==> src/rtl/seq_ext_pkg.sv <==
// =============================================================================
// Module  : seq_ext_pkg
// Brief   : Opcode constants and FSM state encoding for the seq_ext sequencer.
// Revision: 1.0
// =============================================================================
`default_nettype none

package seq_ext_pkg;

    localparam logic [3:0] OP_NO   = 4'd0;
    localparam logic [3:0] OP_CI   = 4'd1;
    localparam logic [3:0] OP_CR   = 4'd2;
    localparam logic [3:0] OP_JI   = 4'd3;
    localparam logic [3:0] OP_JR   = 4'd4;
    localparam logic [3:0] OP_JZ   = 4'd5;
    localparam logic [3:0] OP_CALL = 4'd6;
    localparam logic [3:0] OP_RET  = 4'd7;
    localparam logic [3:0] OP_WAIT = 4'd8;

    typedef enum logic [1:0] {
        ST_RESET = 2'd0,
        ST_READY = 2'd1,
        ST_WAIT  = 2'd2,
        ST_ERROR = 2'd3
    } state_t;

endpackage

`default_nettype wire

==> src/rtl/seq_ext_stack.sv <==
// =============================================================================
// Module  : seq_ext_stack
// Brief   : Return-address LIFO with full/empty flags; pointer reset async.
// Revision: 1.0
// =============================================================================
`default_nettype none

module seq_ext_stack #(
    parameter int ADDR_W  = 8,
    parameter int STACK_D = 4
) (
    input  logic              clk_i,
    input  logic              rst_i,
    input  logic              push_i,
    input  logic              pop_i,
    input  logic [ADDR_W-1:0] data_i,
    output logic [ADDR_W-1:0] data_o,
    output logic              full_o,
    output logic              empty_o
);

    localparam int PTR_W = $clog2(STACK_D + 1);
    localparam int IDX_W = (STACK_D > 1) ? $clog2(STACK_D) : 1;

    logic [ADDR_W-1:0] mem_q [2**IDX_W];
    logic [PTR_W-1:0]  ptr_q;
    logic [PTR_W-1:0]  ptr_d;
    logic [PTR_W-1:0]  top_ptr;
    logic [IDX_W-1:0]  wr_idx;
    logic [IDX_W-1:0]  top_idx;

    assign top_ptr = ptr_q - PTR_W'(1);
    assign wr_idx  = IDX_W'(ptr_q);
    assign top_idx = IDX_W'(top_ptr);
    assign full_o  = (ptr_q == PTR_W'(STACK_D));
    assign empty_o = (ptr_q == '0);
    assign data_o  = mem_q[top_idx];

    always_comb begin
        ptr_d = ptr_q;
        if (push_i && !full_o) begin
            ptr_d = ptr_q + PTR_W'(1);
        end else if (pop_i && !empty_o) begin
            ptr_d = top_ptr;
        end
    end

    always_ff @(posedge clk_i or posedge rst_i) begin
        if (rst_i) begin
            ptr_q <= '0;
        end else begin
            ptr_q <= ptr_d;
        end
    end

    // Contents need no reset: an empty pointer masks them.
    always_ff @(posedge clk_i) begin
        if (push_i && !full_o) begin
            mem_q[wr_idx] <= data_i;
        end
    end

endmodule

`default_nettype wire

==> src/rtl/seq_ext.sv <==
// =============================================================================
// Module  : seq_ext
// Brief   : Parametrised instruction sequencer with call stack and WAIT stall.
// Revision: 1.0
// =============================================================================
`default_nettype none

module seq_ext
    import seq_ext_pkg::*;
#(
    parameter int ADDR_W  = 8,
    parameter int DATA_W  = 8,
    parameter int CMD_W   = 4,
    parameter int DEV_N   = 8,
    parameter int SRC_N   = 4,
    parameter int STACK_D = 4,
    localparam int DEV_W  = $clog2(DEV_N),
    localparam int SRC_W  = $clog2(SRC_N),
    localparam int INST_W = 4 + ADDR_W + DATA_W + SRC_W
) (
    input  logic                    clock,
    input  logic                    reset,
    input  logic [INST_W-1:0]       inst,
    input  logic                    inst_en,
    input  logic [SRC_N*DATA_W-1:0] ireg,
    input  logic [DEV_N-1:0]        dev_ready,
    output logic [ADDR_W-1:0]       next,
    output logic [CMD_W+DATA_W-1:0] oreg,
    output logic [DEV_N-1:0]        oreg_wen,
    output logic                    error
);

    state_t                  state_q;
    logic [ADDR_W-1:0]       next_q;
    logic [CMD_W+DATA_W-1:0] oreg_q;
    logic [DEV_N-1:0]        wen_q;
    logic                    error_q;
    logic [DEV_W-1:0]        wdev_q;

    logic [3:0]        op;
    logic [ADDR_W-1:0] a_fld;
    logic [DATA_W-1:0] b_fld;
    logic [SRC_W-1:0]  s_fld;
    logic [DEV_W-1:0]  dev;
    logic [CMD_W-1:0]  cmd;
    logic [DATA_W-1:0] mux;
    logic [ADDR_W-1:0] jr_addr;
    logic [ADDR_W-1:0] next_inc;
    logic [DEV_N-1:0]  dev_onehot;
    logic              dev_ok;
    logic              issue;
    logic              push;
    logic              pop;
    logic [ADDR_W-1:0] stk_top;
    logic              stk_full;
    logic              stk_empty;

    assign op         = inst[INST_W-1 -: 4];
    assign a_fld      = inst[SRC_W+DATA_W +: ADDR_W];
    assign b_fld      = inst[SRC_W +: DATA_W];
    assign s_fld      = inst[SRC_W-1:0];
    assign dev        = a_fld[CMD_W +: DEV_W];
    assign cmd        = a_fld[CMD_W-1:0];
    assign mux        = ireg[int'(s_fld)*DATA_W +: DATA_W];
    assign next_inc   = next_q + ADDR_W'(1);
    assign dev_onehot = {{(DEV_N-1){1'b0}}, 1'b1} << dev;
    assign dev_ok     = (int'(dev) < DEV_N);

    generate
        if (DATA_W >= ADDR_W) begin : g_jr_trunc
            assign jr_addr = mux[ADDR_W-1:0];
        end else begin : g_jr_ext
            assign jr_addr = {{(ADDR_W-DATA_W){1'b0}}, mux};
        end
    endgenerate

    assign issue = (state_q == ST_READY) && inst_en;
    assign push  = issue && (op == OP_CALL) && !stk_full;
    assign pop   = issue && (op == OP_RET) && !stk_empty;

    seq_ext_stack #(
        .ADDR_W  (ADDR_W),
        .STACK_D (STACK_D)
    ) u_stack (
        .clk_i   (clock),
        .rst_i   (reset),
        .push_i  (push),
        .pop_i   (pop),
        .data_i  (next_inc),
        .data_o  (stk_top),
        .full_o  (stk_full),
        .empty_o (stk_empty)
    );

    always_ff @(posedge clock or posedge reset) begin
        if (reset) begin
            state_q <= ST_RESET;
            next_q  <= '0;
            oreg_q  <= '0;
            wen_q   <= '0;
            error_q <= 1'b0;
            wdev_q  <= '0;
        end else begin
            oreg_q <= '0;
            wen_q  <= '0;
            case (state_q)
                ST_RESET: state_q <= ST_READY;
                ST_READY: begin
                    if (inst_en) begin
                        case (op)
                            OP_NO: next_q <= next_inc;
                            OP_CI, OP_CR: begin
                                if (dev_ok) begin
                                    oreg_q <= {cmd, (op == OP_CI) ? b_fld : mux};
                                    wen_q  <= dev_onehot;
                                    next_q <= next_inc;
                                end else begin
                                    state_q <= ST_ERROR;
                                    next_q  <= '0;
                                    error_q <= 1'b1;
                                end
                            end
                            OP_JI: next_q <= a_fld;
                            OP_JR: next_q <= jr_addr;
                            OP_JZ: next_q <= (mux == '0) ? a_fld : next_inc;
                            OP_CALL: begin
                                if (!stk_full) begin
                                    next_q <= a_fld;
                                end else begin
                                    state_q <= ST_ERROR;
                                    next_q  <= '0;
                                    error_q <= 1'b1;
                                end
                            end
                            OP_RET: begin
                                if (!stk_empty) begin
                                    next_q <= stk_top;
                                end else begin
                                    state_q <= ST_ERROR;
                                    next_q  <= '0;
                                    error_q <= 1'b1;
                                end
                            end
                            OP_WAIT: begin
                                if (!dev_ok) begin
                                    state_q <= ST_ERROR;
                                    next_q  <= '0;
                                    error_q <= 1'b1;
                                end else if (dev_ready[dev]) begin
                                    next_q <= next_inc;
                                end else begin
                                    wdev_q  <= dev;
                                    state_q <= ST_WAIT;
                                end
                            end
                            default: begin
                                state_q <= ST_ERROR;
                                next_q  <= '0;
                                error_q <= 1'b1;
                            end
                        endcase
                    end
                end
                // Instruction input is deliberately ignored while stalled.
                ST_WAIT: begin
                    if (dev_ready[wdev_q]) begin
                        next_q  <= next_inc;
                        state_q <= ST_READY;
                    end
                end
                default: begin
                    next_q  <= '0;
                    error_q <= 1'b1;
                end
            endcase
        end
    end

    assign next     = next_q;
    assign oreg     = oreg_q;
    assign oreg_wen = wen_q;
    assign error    = error_q;

endmodule

`default_nettype wire

==> config.mk <==
export PLATFORM = sky130hd
export DESIGN_NAME = seq_ext
export DESIGN_NICKNAME = d
export VERILOG_FILES = /design/src/rtl/seq_ext_pkg.sv /design/src/rtl/seq_ext_stack.sv /design/src/rtl/seq_ext.sv
export SDC_FILE = /design/constraint.sdc
export NUM_CORES = 1
export LEC_CHECK = 0
export CORE_MARGIN = 5
export CORE_UTILIZATION = 35
export CTS_CLUSTER_SIZE = 8
export DETAILED_ROUTE_END_ITERATION = 8
export MAX_ROUTING_LAYER = met4
export SETUP_SLACK_MARGIN = 0.5
export SYNTH_ARGS = -nofsm -noshare
export SYNTH_HDL_FRONTEND = slang
export SYNTH_HIERARCHICAL = 1
export SYNTH_SLANG_ARGS = --single-unit
export TNS_END_PERCENT = 10
==> constraint.sdc <==
create_clock -name clock -period 6.95 [get_ports clock]
set_input_delay 1.39 -clock clock [delete_from_list [all_inputs] [get_ports clock]]
set_output_delay 1.39 -clock clock [all_outputs]
set_load 0.05 [all_outputs]
==> out/results.ini, run 1 <==
[setup_path]
cp_common_cell=nor2_1
cp_cell_sequence=clkdlybuf4s50_1, mux2_2, mux4_2, o221ai_1, nor2_1, a22oi_1, nor2_1
reg2reg_depth=6
crit_fanout=12
critPathCaptureType=register
cp_slowest_cell=clkdlybuf4s50_1
cp_data_arrival_time_ns=4.19
timing.reg2reg.setup_slack_ns=3.92
required_ns=7.19
path_class=input port to register
crit_path_max_incr_delay_ns=0.78
cp-start-kind=input port

[global_route]
grt_pass1_vias=3033
grt_max_degree=35
grt_first_pass_wirelength_um=16000
overflow=0
grt_use_total_pct=16.6
antenna_found_initial=0

[detailed_routing]
postRouteAntennaNets=0
drtIter0Drc=211
vias=2872
drt_first_pass_iters=4
wirelength_um=10200
drc=0
avgRoutedWirePerCell_um=18.7
avgViaCountPerCell=5.28

[sta]
period_share_pct=57.0
fin_hold_ws_ns=0.486
setup_tns_ns=0
setup_slack_ns=2.99
max_clock_freq_mhz=253
relSlewSlack_pct=15.7
rsz0062_at_grt=no
period_needed_ns=3.96
tightest_slew_ns=1.25
slew_violations=0
setup_viol=0
clock_skew_ns=0.0112
final-hold-violation-count=0

[power]
cellLeakagePower_nw=2.00
power_density_nw_per_um2=255
peakVddDrop_uv=101

[clock_network]
clkTransAtPathRegs_ns=0.08
cts_buffer_depth=2
ctsResizeCount=0
root_buffer=clkbuf_8
hold_buffers=0
cts_htree_levels=3
post_cts_buffers=0
worstSkewPairLatency_ns=0.35
cts_inserted_buffers=9
cts_tree=done
clock-sinks=69

[finish]
drive_gt1_share_pct=16.1
insertedDiodeCount=0
syn_to_final_growth_pct=33.0
fillers=990
final_area_um2=5080
nNetsFinal=475

[placed_design]
place_ws_ns=2.64
place_congestion=0.856
dpl_cell_area_um2=4820
hpwl_um=7800
io_buffers=93

[logic_synthesis]
syn-instance-count=311
yosys.area.top_type_share_pct=25.1
yosysMostFrequentCell=dfrtp_1
synth.area.top_cells=edfxtp_1 25%, dfrtp_1 24%, mux4_2 11%
synth_edf_count=32
synth_top_area_cell=edfxtp_1
yosysWarnings=6
synthArstFlopShare_pct=53.6
ys_ff_latch=69
synth.net_count=387
synth_seq_area_share_pct=49.3
synth_flop_cell=dfrtp_1
ys_top_cells_by_count=37 x dfrtp_1, 33 x nand2_1, 32 x edfxtp_1, 20 x a21oi_1, 19 x mux4_2
syn_avg_cell_area_um2=12.3
synth_area_um2=3820
ys_types=57

[floorplanning]
ioPinCount=94
dieHeight_um=115
dieWidth_um=115
initial_utilization_pct=35.4
row_count=38
die_area_um2=13100
coreArea_um2=10800

[min_path]
holdPathStages=1
hold_class=register to register

[run_status]
outcome=finished, final reports clean

[flow_run]
max_cap_viol_count=0

sequential cells by signal (all words and copies together) (netlist names):
name,flops
state_q,2
oreg,12
next,8
oreg_wen,8
u_stack/ptr_q,3
u_stack/mem_q,32
error,1
wdev_q,3
critical path, delay by kind of cell:
kind,cells,cell delay (ns)
multiplexers,2,0.89
AO/OA/AOI/OAI,2,0.87
buffers and inverters,1,0.78
AND/OR/NAND/NOR,2,0.26
area by class of cell:
| cell class | count | area (um2) | area share, % |
|---|---|---|---|
| multi-input combinational | 211 | 1770 | 34.8 |
| clock buffer | 12 | 188 | 3.69 |
| inverter | 14 | 52.6 | 1.03 |
| tap | 140 | 175 | 3.45 |
| clock inverter | 4 | 73.8 | 1.45 |
| timing repair buffer | 94 | 938 | 18.5 |
| sequential | 69 | 1890 | 37.1 |
placed cells by master, fill, tap and decap left out, types with 2 or more instances in the layout:
master / count
a21oi_1: 20
a221o_1: 3
a22o_1: 6
a22oi_1: 6
and2_1: 4
and2_2: 5
bufinv_16: 2
clkbuf_16: 2
clkbuf_8: 10
clkdlybuf4s50_1: 93
dfrtp_1: 37
edfxtp_1: 32
ha_1: 11
inv_1: 14
mux2_2: 12
mux2i_1: 3
mux4_2: 19
nand2_1: 33
nand2b_1: 4
nand3_1: 6
nand3b_1: 2
nand4_1: 3
nor2_1: 12
nor2b_1: 2
nor3_1: 6
nor4_1: 2
nor4_2: 2
o211a_1: 2
o211ai_1: 3
o21ai_0: 6
o221ai_1: 3
o31ai_1: 4
or2b_2: 2
or3_1: 3
xnor2_1: 5
xor2_1: 3
power by group:
part	leakage, nW	internal (W)	total, W	switching (W)
Combinational	1.06	0.000184	0.000390	0.000206
Sequential	0.803	0.000456	0.000499	0.0000435
Clock	0.133	0.000255	0.000408	0.000153
Total	2.00	0.000895	0.00130	0.000403
per-layer routing:
metal	global-route usage, %	share of wire, %
met1	21.6	45
met2	25.8	47
met3	4.18	6.1
met4	4.67	1.3
met5	-	0
logic make-up after synthesis:
kind of cell,Yosys count,share of synthesized area [%]
compound gates,63,11.8
xor+xnor,8,1.83
fa+ha+maj,12,3.86
buf+inv,31,4.38
flops,69,49.3
mux,35,15.9
simple gates,93,12.8
metrics by stage:
step           total power [W]  utilization, %  std cells
6_report               0.00130            47.1        544
5_1_grt                0.00136            47.1        544
4_1_cts                0.00131            47.1        544
3_5_place_dp          0.000901            44.7        528
3_3_place_gp          0.000894            44.7        528
2_1_floorplan         0.000772               -        311
path summary, 6_finish.rpt:
path	to	startpoint
min in group asynchronous	u_stack/ptr_q[1]	reset
worst min register to register	error	error
worst min-delay path	error	error
max in group asynchronous	next[4]	reset
worst max-delay path	next[0]	inst[15]
worst max register to register	u_stack/mem_q[1][5]	u_stack/ptr_q[0]
Power figures use the tool's default switching activity.
==> run 2, diff against run 1 <==
- clock period: 6.95 -> 3.6 ns (I/O delays scaled with it)
==> out/results.ini, run 2 (synthesis results as in run 1) <==
[sta]
max_clock_freq_mhz=341
clock_skew_ns=0.00921
rsz0062_at_grt=no
period_share_pct=81.5
period_needed_ns=2.93
setup_tns_ns=0
tightest_slew_ns=0.790
slew_violations=0
relSlewSlack_pct=46.9
final-hold-violation-count=0
setup_viol=0

[floorplanning]
dieHeight_um=115
die_area_um2=13100
initial_utilization_pct=35.4
dieWidth_um=115
coreArea_um2=10800
ioPinCount=94
row_count=38

[min_path]
min-delay-start=error
holdPathStages=1
hold_end=error
hold_class=register to register

[finish]
regMostFlops=u_stack/mem_q
final_common_cell=clkdlybuf4s50_1
instances_no_fill=558
nNetsFinal=489
drive_gt1_share_pct=18.2
mostFrequentLayoutCells=93 x clkdlybuf4s50_1, 37 x dfrtp_1, 33 x nand2_1, 32 x edfxtp_1, 20 x a21oi_1
insertedDiodeCount=0
largest_reg_flops=32
syn_to_final_growth_pct=33.9

[setup_path]
worstSetupStartpoint=inst[0]
cp-start-kind=input port
path_class=input port to register
crit_family=multiplexers
crit_fanout=8
reg2reg_depth=8
crit_path_max_incr_delay_ns=0.56
r2r_start=u_stack/ptr_q[0]
cp_slowest_cell=mux4_2
r2r_end=next[7]
crit_buf_inv=2
timing.reg2reg.setup_slack_ns=1.01
cp_data_arrival_time_ns=3.16
required_ns=3.83
cp_cell_sequence=clkdlybuf4s50_1, buf_4, mux4_2, nor4_2, nand2_2, mux2_4, a221oi_2, o31ai_1
critPathCaptureType=register

[detailed_routing]
avgViaCountPerCell=5.22
wirelength_um=10400
routed.top_layer=met4
vias=2914
wl_met2_um=4920
met1Wirelength_um=4580
drc=0
drtIter0Drc=245
avgRoutedWirePerCell_um=18.6
postRouteAntennaNets=0
wl_met3_um=685
drt_first_pass_iters=4

[power]
p_sw_share_pct=32.6
clockPowerShare_pct=26.2
comb_power_share_pct=34.4
peakVddDrop_uv=224
cellLeakagePower_nw=2.03
power.net_switching_w=0.000769
power_density_nw_per_um2=460
power.share.sequential_pct=39.4
p_int_w=0.00159

[placed_design]
placedCellCount=538
hpwl_um=8090
place_congestion=0.831
io_buffers=93

[global_route]
overflow=0
grt_pass1_vias=3044
grt_use_total_pct=16.5
antenna_found_initial=0
grt_max_degree=35
grt_first_pass_wirelength_um=15900

[clock_network]
cts_buffer_depth=2
root_buffer=clkbuf_8
cts_inserted_buffers=9
ctsResizeCount=0
cts_htree_levels=3
worstSkewPairLatency_ns=0.35
clkTransAtPathRegs_ns=0.07
clock-sinks=69
cts_tree=done

[flow_run]
max_cap_viol_count=0

[run_status]
outcome=finished, final reports clean

[run 2: cell count changes in the layout (fill, tap and decap cells not counted)]
| cell | change |
|---|---|
| buf_4 | +14 |
| clkbuf_16 | -2 |
| clkinv_1 | +2 |
| bufinv_16 | -1 |
| clkbuf_1 | +1 |
| clkinv_4 | -1 |
| clkinvlp_4 | +1 |
[run 2: worst max-delay path by stage]
stage,cells after the start,slack [ns],endpoint
2_1_floorplan,7,0.95,next[3]
3_3_place_gp,8,0.28,next[3]
3_5_place_dp,8,0.24,next[3]
4_1_cts,8,0.62,next[3]
5_1_grt,8,0.51,next[3]
6_report,8,0.67,next[3]
[run 2: power groups by stage]
stage                     combinational [W]  sequential (W)  clock [W]
final                              0.000810        0.000929   0.000617
after global routing               0.000878        0.000934   0.000662
after detailed placement           0.000816        0.000945          0
after floorplan                    0.000514        0.000977          0
after CTS                          0.000818        0.000929   0.000630
after global placement             0.000815        0.000942          0
[run 2: repair_timing]
item | 4_1_cts | 5_1_grt
setup endpoints to repair | 0 | 1
hold buffers | 0 | 0
hold endpoints to repair | 0 | 0
buffers inserted | 0 | 4
[run 2: per-stage QoR]
step | total power, W | worst slack [ns] | instance area (um2) | utilization, % | hold slack [ns]
3_5_place_dp | 0.00176 | 0.240 | 4900 | 45.4 | 0.472
6_report | 0.00236 | 0.666 | 5120 | 47.4 | 0.483
5_1_grt | 0.00247 | 0.514 | 5120 | 47.4 | 0.514
4_1_cts | 0.00238 | 0.616 | 5090 | 47.1 | 0.489
2_1_floorplan | 0.00149 | 0.946 | 3820 | - | 0.474
3_3_place_gp | 0.00176 | 0.285 | 4900 | 45.4 | 0.473
[run 2: final cells by class]
cell class / count / area (um2)
clock inverters: 5 / 50.0
inverters: 14 / 52.6
multi-input cells: 211 / 1770
flip-flops and latches: 69 / 1890
well taps: 140 / 175
repair buffers: 108 / 1040
clock buffers: 11 / 141
fillers: 984 / 5670
[run 2: worst reg2reg max path, delay by kind of cell (launching register included)]
kind | cells | cell delay [ns]
flip-flops | 1 | 0.32
multiplexers | 1 | 0.41
AO/OA/AOI/OAI | 4 | 0.86
adder cells (fa/ha/maj) | 1 | 0.56
buffers and inverters | 2 | 0.34
[run 2: metal layers]
layer  vias to the layer above  global-route usage, %
met4                         0                   5.86
li1                       1373                      -
met3                        15                   3.07
met1                      1394                   20.4
met2                       132                   26.9
met5                         -                      -
==> run 3, diff against run 2 <==
- clock period: 3.6 -> 2.8 ns (I/O delays scaled with it)
==> out/results.ini, run 3 (synthesis results as in run 1) <==
[sta]
setup_viol=0
setup_slack_ns=0.486
relSlewSlack_pct=56.8
tightest_slew_ns=0.643
max_clock_freq_mhz=432
period_needed_ns=2.31
clock_skew_ns=0.0136
fin_hold_ws_ns=0.428
final-hold-violation-count=0
rsz0062_at_grt=yes
period_share_pct=82.6
slew_violations=0

[clock_network]
cts_htree_levels=3
cts_buffer_depth=2
hold_buffers=0
worstSkewPairLatency_ns=0.34
clock-sinks=69
cts_inserted_buffers=9
cts_tree=done
root_buffer=clkbuf_8
clkTransAtPathRegs_ns=0.07

[setup_path]
r2r_start=u_stack/ptr_q[1]
cp_slowest_cell=clkdlybuf4s50_1
required_ns=2.84
cp_data_arrival_time_ns=2.35
critPathCaptureType=register
crit_fanout=8
cp_cell_sequence=clkdlybuf4s50_1, or2b_2, nor4_1, buf_4, a21boi_2, and2_4
path_class=input port to register
worstSetupStartpoint=inst[20]
crit_path_max_incr_delay_ns=0.48
cp-start-kind=input port

[finish]
drive_gt1_share_pct=24.2
largest_reg_flops=32
nNetsFinal=514
syn_to_final_growth_pct=41.8
instances_no_fill=583
regMostFlops=u_stack/mem_q
mostFrequentLayoutCells=60 x clkdlybuf4s50_1, 37 x dfrtp_1, 36 x buf_4, 33 x nand2_1, 32 x edfxtp_1
insertedDiodeCount=0
final_common_cell=clkdlybuf4s50_1

[placed_design]
place_ws_ns=-0.216
io_buffers=93
place_congestion=0.912
hpwl_um=8100
placedCellCount=565

[detailed_routing]
vias=3065
postRouteAntennaNets=0
drc=0
drt_first_pass_iters=4
drtIter0Drc=188
wirelength_um=10400
avgViaCountPerCell=5.26
avgRoutedWirePerCell_um=17.9

[global_route]
grt_use_met1_pct=22.2
grt_max_degree=35
antenna_found_initial=0
grt_pass1_vias=3255
grt_first_pass_wirelength_um=16800
met3_usage_pct=4.65
busiest_layer=met2
grt_use_total_pct=16.9
overflow=0
grt_use_met2_pct=25.7

[power]
cellLeakagePower_nw=2.38
p_total_w=0.00318
power_density_nw_per_um2=587
peakVddDrop_uv=359

[floorplanning]
die_area_um2=13100
dieWidth_um=115
row_count=38
initial_utilization_pct=35.4
coreArea_um2=10800
ioPinCount=94
dieHeight_um=115

[min_path]
hold_class=input port to async pin

[run_status]
outcome=finished, final reports clean

[flow_run]
max_cap_viol_count=0

[run 3: cell count changes in the layout (fill, tap and decap cells not counted), sizes merged]
cell           before  now
dlygate4sd2         0   13
buf                15   41
clkinv              3    1
clkdlybuf4s50      93   60
dlymetal6s2s        0   19
clkbuf             11   13
[run 3: final timing paths]
| check | depth (start not counted) | endpoint | slack, ns |
|---|---|---|---|
| min reg2reg | 1 | error | 0.48 |
| max reg2reg | 7 | u_stack/mem_q[3][5] | 0.55 |
| max in group asynchronous | 3 | oreg[10] | 1.82 |
| min | 2 | u_stack/ptr_q[1] | 0.43 |
| min in group clock | 1 | error | 0.48 |
| max | 6 | u_stack/mem_q[3][5] | 0.49 |
[run 3: layout make-up]
cell class                      instances  area (um2)
Fill cell                             980        5370
Multi-Input combinational cell        211        1810
Timing Repair Buffer                  133        1280
Inverter                               14        52.6
Sequential cell                        69        1890
Clock buffer                           13         170
Clock inverter                          3        42.5
Tap cell                              140         175
[run 3: worst max-delay path: cells and delay by family]
kind / cells / cell delay (ns)
buf+inv: 2 / 0.65
compound gates: 1 / 0.26
simple gates: 3 / 0.87
[run 3: per-layer routing]
metal	wire length [um]	share of wire [%]
met2	4880	47
met4	195	1.9
met1	4480	43
met5	0	0
met3	876	8.4
[run 3: power by group]
part / internal (W) / switching (W)
Sequential: 0.00113 / 0.0000623
Clock: 0.000490 / 0.000375
Combinational: 0.000530 / 0.000592
[run 3: what timing repair did]
item                                    4_1_cts  5_1_grt
gates resized for setup                      25       25
setup buffers                                 2        0
hold endpoints to repair                      0        0
pin swaps                                     6        5
endpoints found under the setup margin       46       45
[run 3: through the flow]
stage | cell area (um2) | utilization (%) | setup TNS [ns]
6_report | 5420 | 50.2 | 0
5_1_grt | 5420 | 50.2 | 0
4_1_cts | 5370 | 49.7 | 0
3_5_place_dp | 5110 | 47.4 | -1.61
3_3_place_gp | 5110 | 47.4 | -1.40
2_1_floorplan | 3830 | - | 0
